`config.mk`:
```
export PLATFORM = sky130hd
export DESIGN_NAME = bitops_scan_lo_enc
export DESIGN_NICKNAME = d
export VERILOG_FILES = /design/src/rtl/bitops_scan_lo_enc.sv
export SDC_FILE = /design/constraint.sdc
export NUM_CORES = 1
export LEC_CHECK = 0
export CAP_MARGIN = 10
export CORE_UTILIZATION = 46
export CTS_CLUSTER_SIZE = 40
export DETAILED_ROUTE_END_ITERATION = 10
export PLACE_DENSITY = 0.83
export SYNTH_ARGS = -nofsm -noshare
export SYNTH_HDL_FRONTEND = slang
export SYNTH_SLANG_ARGS = --single-unit
```
`constraint.sdc`:
```
create_clock -name clk -period 3.1 [get_ports clk]
set_input_delay 0.62 -clock clk [delete_from_list [all_inputs] [get_ports clk]]
set_output_delay 0.62 -clock clk [all_outputs]
set_load 0.1 [all_outputs]
```
`src/rtl/bitops_scan_lo_enc.sv`:
```
// rtl/bitops_scan_lo_enc.sv - sequential lowest-set-bit scanner emitting set-bit indices lowest first
// Optional abort input enabled by defining BITOPS_SCAN_ABORT_EN.
module bitops_scan_lo_enc #(
    parameter int width = 8,
    parameter int idxw  = 3
) (
    input  logic             clk,
    input  logic             rst_n,
    input  logic             load_valid,
    output logic             load_ready,
    input  logic [width-1:0] load_data,
`ifdef BITOPS_SCAN_ABORT_EN
    input  logic             abort,
`endif
    output logic             out_valid,
    input  logic             out_ready,
    output logic [idxw-1:0]  out_idx,
    output logic [width-1:0] out_onehot,
    output logic             out_last,
    output logic             done
);

    typedef enum logic {
        IDLE = 1'b0,
        SCAN = 1'b1
    } state_t;

    state_t           state_q, state_d;
    logic [width-1:0] rem_q, rem_d;
    logic             done_q, done_d;

    logic [width-1:0] lowbit;
    logic [width-1:0] rest;
    logic [idxw-1:0]  idx_v;
    logic             is_scan;

    always_ff @(posedge clk or negedge rst_n) begin
        if (!rst_n) begin
            state_q <= IDLE;
            rem_q   <= '0;
            done_q  <= 1'b0;
        end else begin
            state_q <= state_d;
            rem_q   <= rem_d;
            done_q  <= done_d;
        end
    end

    always_comb begin
        is_scan = (state_q == SCAN);
        lowbit  = rem_q & (~rem_q + width'(1));
        rest    = rem_q & (rem_q - width'(1));
        idx_v   = '0;
        for (int i = 0; i < width; i++) begin
            if (lowbit[i]) idx_v = idx_v | idxw'(i);
        end
    end

    // Gated by SCAN so idle outputs read as zero even though rem=0 would give out_last=1.
    always_comb begin
        load_ready = !is_scan;
        out_valid  = is_scan;
        out_onehot = is_scan ? lowbit : '0;
        out_idx    = is_scan ? idx_v : '0;
        out_last   = is_scan && (rest == '0);
        done       = done_q;
    end

    always_comb begin
        state_d = state_q;
        rem_d   = rem_q;
        done_d  = 1'b0;
        case (state_q)
            IDLE: begin
                if (load_valid) begin
                    if (load_data != '0) begin
                        rem_d   = load_data;
                        state_d = SCAN;
                    end else begin
                        done_d = 1'b1;
                    end
                end
            end
            SCAN: begin
                if (out_ready) begin
                    rem_d = rem_q & ~lowbit;
                    if (rest == '0) begin
                        state_d = IDLE;
                        done_d  = 1'b1;
                    end
                end
            end
            default: state_d = IDLE;
        endcase
`ifdef BITOPS_SCAN_ABORT_EN
        // Abort wins over a same-cycle handshake; that entry is dropped, not consumed.
        if (is_scan && abort) begin
            rem_d   = '0;
            state_d = IDLE;
            done_d  = 1'b1;
        end
`endif
    end

endmodule

```
**Word level (Yosys, flattened, before mapping)**

Cells that the tools add are included.

- Reduce and logical (&&, ||, !) cells: 5
- Add/sub/neg operators: 2
- Multiplexer cells: 23
- Bitwise gates (word level): 6
- Equality and inequality tests: 3

Operators with widths:

| operator | count |
|---|---|
| $mux 8 | 4 |
| $and 8x8->8 | 3 |
| $not 8->8 | 2 |
| $pmux 8 s2 | 1 |
| $mux 3 | 5 |
| $mux 1 | 9 |
| $add 8x1->8 const B | 1 |
| $logic_not 8->1 | 1 |
| $reduce_bool 8->1 | 1 |
| $sub 8x1->8 const B | 1 |
| $ne 2x2->1 const B | 3 |
| $mux 2 | 2 |
| $pmux 1 s2 | 2 |
| $reduce_and 3->1 | 1 |
| $logic_and 1x1->1 | 1 |
| $logic_not 1->1 | 1 |
| $not 1->1 | 1 |

- Input port bits: 12
- Word-level logic and storage cells: 42
- Register bits: 10
- Output and inout port bits: 15

**Longest topological paths before layout**

- Depth after elaboration: 11
- Depth in mapped cells: 5
- Mapped depth without buffers: 4

**Worst setup path before layout**

No wires, ideal clock.

- Path kind: register to output
- Start: register state_q (netlist: out_valid)
- End: output out_last
- Path buffers: 0
- Stages on the path, launching flop included: 3
- Data arrival time: 4.388 ns
- Required time: 2.480 ns
- Path slack: -1.908 ns
- Path through: dfrtp_1 -> clkinv_1 -> nor3_1

- Word-level cells in the longest chain between the ends: 1

Ends and longest elaborated chain:

| element | line | RTL |
|---|---|---|
| start: declaration | 28 | `state_t state_q, state_d;` |
| start signal: assignment | 43 | `state_q <= state_d;` |
| $logic_and 1x1->1 | 65 | `out_last = is_scan && (rest == '0);` |
| end: declaration | 19 | `output logic out_last,` |

No other way between the ends.

**Worst setup path in the final report**

- Start: register rem_q[1]
- End: output out_last

- Word-level cells in the longest chain between the ends: 4

Ends and longest elaborated chain:

| element | line | RTL |
|---|---|---|
| start: declaration | 29 | `logic [width-1:0] rem_q, rem_d;` |
| start signal: assignment | 44 | `rem_q <= rem_d;` |
| $sub 8x1->8 | 52 | `rest = rem_q & (rem_q - width'(1));` |
| $and 8x8->8 (*) | 52 |  |
| $logic_not 8->1 (*) | 65 |  |
| $logic_and 1x1->1 (*) | 65 |  |

Mark *: on every way between the ends. The rest lies on a longest branch, timed or not.

==> run_results.csv <==
group,metric,value,unit
outcome,outcome,"finished clean",
synthesis,synth_nets,95,
synthesis,synth.avg_cell_area,8.698,sq um
clock_tree,ctsHtreeMaxLevel,1,
timing,min_period_over_period,0.9659,
synthesis,synth_warnings,0,
synthesis,ys_top_cells_by_area,"dfrtp_1 (35%), a22o_1 (6.1%), nand2_1 (5.2%)",
clock_tree,clock_path_buffers,2,
detailed_routing,drtIter0Drc,20,
clock_tree,cts_buffers,3,
timing,fin_skew,0.006627,ns
synthesis,synth_area,721.9,sq um
synthesis,synth_edf_count,0,
place,dpl_cell_area,1051,sq um
critical_path,criticalPathCategory,"reg -> out",
grt,grt_remaining_overflow,0,
detailed_routing,vias,807,
clock_tree,clock_latency,0.27,ns
critical_path,cp.arrival,2.37,ns
finish,diodes,0,
timing,slew-limit-headroom,0.6790,
min_path,hold_class,"reg -> reg",
floorplan,num_rows,13,
detailed_routing,drt_pass1_iterations,4,
place,gp_congestion,0.7953,
floorplan,die_w,41.62,um
critical_path,worst_setup_path_start_kind,"flop",
place,io_buffers,26,
finish,regArea,250.2,sq um
synthesis,synthArstFlopShare,1.000,
finish,multi_input_area,460.4,sq um
synthesis,yosysTopAreaCell,"dfrtp_1",
timing,min_period,2.994,ns
timing,finalHoldViolations,0,
place,dpl.hpwl,1453,um
timing,worst_slew_pin_slew,0.4800,ns
clock_tree,cts_tree,"yes",
timing,whs,0.6559,ns
finish,syn_to_final_growth,50.61,%
finish,n_fill_cell,92,
timing,timing.fmax,334.0,MHz
floorplan,dieArea,1732,sq um
run,maxCapViolCount,0,
timing,rsz0062_at_grt,"false",
clock_tree,clkSlewWorstSetupHoldPaths,0.06,ns
critical_path,critPathMaxFanout,7,
floorplan,initial_core_util,0.5222,
detailed_routing,drt-total-wl,1978,um
synthesis,netlist_instances,83,
detailed_routing,drc,0,
floorplan,die_y,41.62,um
finish,nNetsFinal,123,
clock_tree,cts_setup_buffers,0,
synthesis,ys.flop_type,"dfrtp_1",
min_path,worstHoldPathCells,2,
detailed_routing,wl_per_cell,15.82,um
grt,antenna_found_initial,0,
clock_tree,ctsResizeCount,0,
floorplan,pin_count,27,
clock_tree,clock_sinks,10,
detailed_routing,via_per_inst,6.456,
synthesis,ys_types,31,
synthesis,synth_top_area_share,0.3466,
clock_tree,root_buffer,"clkbuf_4",
grt,grt_max_degree,16,
grt,track_usage,0.2525,
finish,drive_gt1_frac,0.3182,
synthesis,yosysSeqAreaShare,0.3466,
clock_tree,hold_buffers,0,
timing,drv_slew,0,
synthesis,ys_ff_latch,10,
detailed_routing,ant_nets,0,
critical_path,r2r_cells,4,
grt,grt_pass1_vias,758,
grt,grt_pass1_wl,3422,um
critical_path,cp-end-kind,"output pin",
critical_path,worstPathRequired,2.48,ns
finish,postLayoutCellArea,1087,sq um
timing,setup_viol,0,
floorplan,core_area,1383,sq um
area by class of cell:
| class | instances | area share |
|---|---|---|
| multi-input combinational | 65 | 0.4235 |
| timing repair buffer | 27 | 0.2808 |
| tap | 15 | 0.01726 |
| sequential | 10 | 0.2302 |
| clock buffer | 4 | 0.03337 |
| inverter | 4 | 0.01496 |
synthesized netlist by cell type (all sizes together), types with 3 or more instances:
library cell,n
a22o,6
nor2,10
inv,3
nor3,4
a21oi,4
o22ai,4
o21ai,5
or4,3
buf,3
dfrtp,10
nand2,10
logic make-up after synthesis:
| logic type | Yosys count | share of synthesized area |
|---|---|---|
| fa+ha+maj | 1 | 0.01387 |
| flops | 10 | 0.3466 |
| buf+inv | 8 | 0.08145 |
| simple gates | 36 | 0.2496 |
| compound gates | 28 | 0.3085 |
path summary, 6_finish.rpt:
check,startpoint,to,slack (ns)
max,rem_q[1],out_last,0.11
min,rem_q[3],rem_q[3],0.66
max reg2reg,rem_q[1],out_valid,0.94
min reg2reg,rem_q[3],rem_q[3],0.66
max in group asynchronous,rst_n,rem_q[2],2.10
min in group asynchronous,rst_n,done,0.67
registers in the layout, indices dropped and copies added, names as in the netlist:
| signal | cells |
|---|---|
| rem_q | 8 |
| done | 1 |
| out_valid | 1 |
per-layer routing:
metal / share of wire / track usage / up-vias
met4: 0.012 / 0.09677 / 0
met1: 0.42 / 0.3177 / 390
met3: 0.071 / 0.03913 / 4
met2: 0.50 / 0.4313 / 52
li1: - / - / 361
met5: 0 / 0 / -
metrics by stage:
| stage | setup TNS (ns) | utilization | cells | worst slack [ns] |
|---|---|---|---|---|
| after floorplan | -0.2307 | - | 83 | -0.2200 |
| after global placement | 0 | 0.7602 | 121 | 0.4855 |
| after detailed placement | 0 | 0.7602 | 121 | 0.4034 |
| after CTS | 0 | 0.7864 | 125 | 0.1064 |
| after global routing | 0 | 0.7864 | 125 | 0.009346 |
| final | 0 | 0.7864 | 125 | 0.1057 |
critical path, cell delays in order (launching register included):
cell and delay (ns):
dfrtp_1 0.46, or4_1 0.70, a2111oi_4 0.41, nor3_2 0.12, nor3_4 0.22, buf_12 0.20
cell usage in the layout, fill, tap and decap left out, types with 3 or more instances in the layout:
| cell | count |
|---|---|
| nand2_1 | 10 |
| dfrtp_1 | 10 |
| or4_1 | 3 |
| buf_4 | 10 |
| clkbuf_4 | 3 |
| clkdlybuf4s50_1 | 11 |
| nor2_1 | 7 |
| buf_12 | 6 |
| a22o_1 | 5 |
| o21ai_0 | 5 |
| inv_1 | 3 |
| o22ai_1 | 4 |
Power is not shown: default switching activity piles up to over one toggle a cycle in this logic, so the estimate is an artifact.
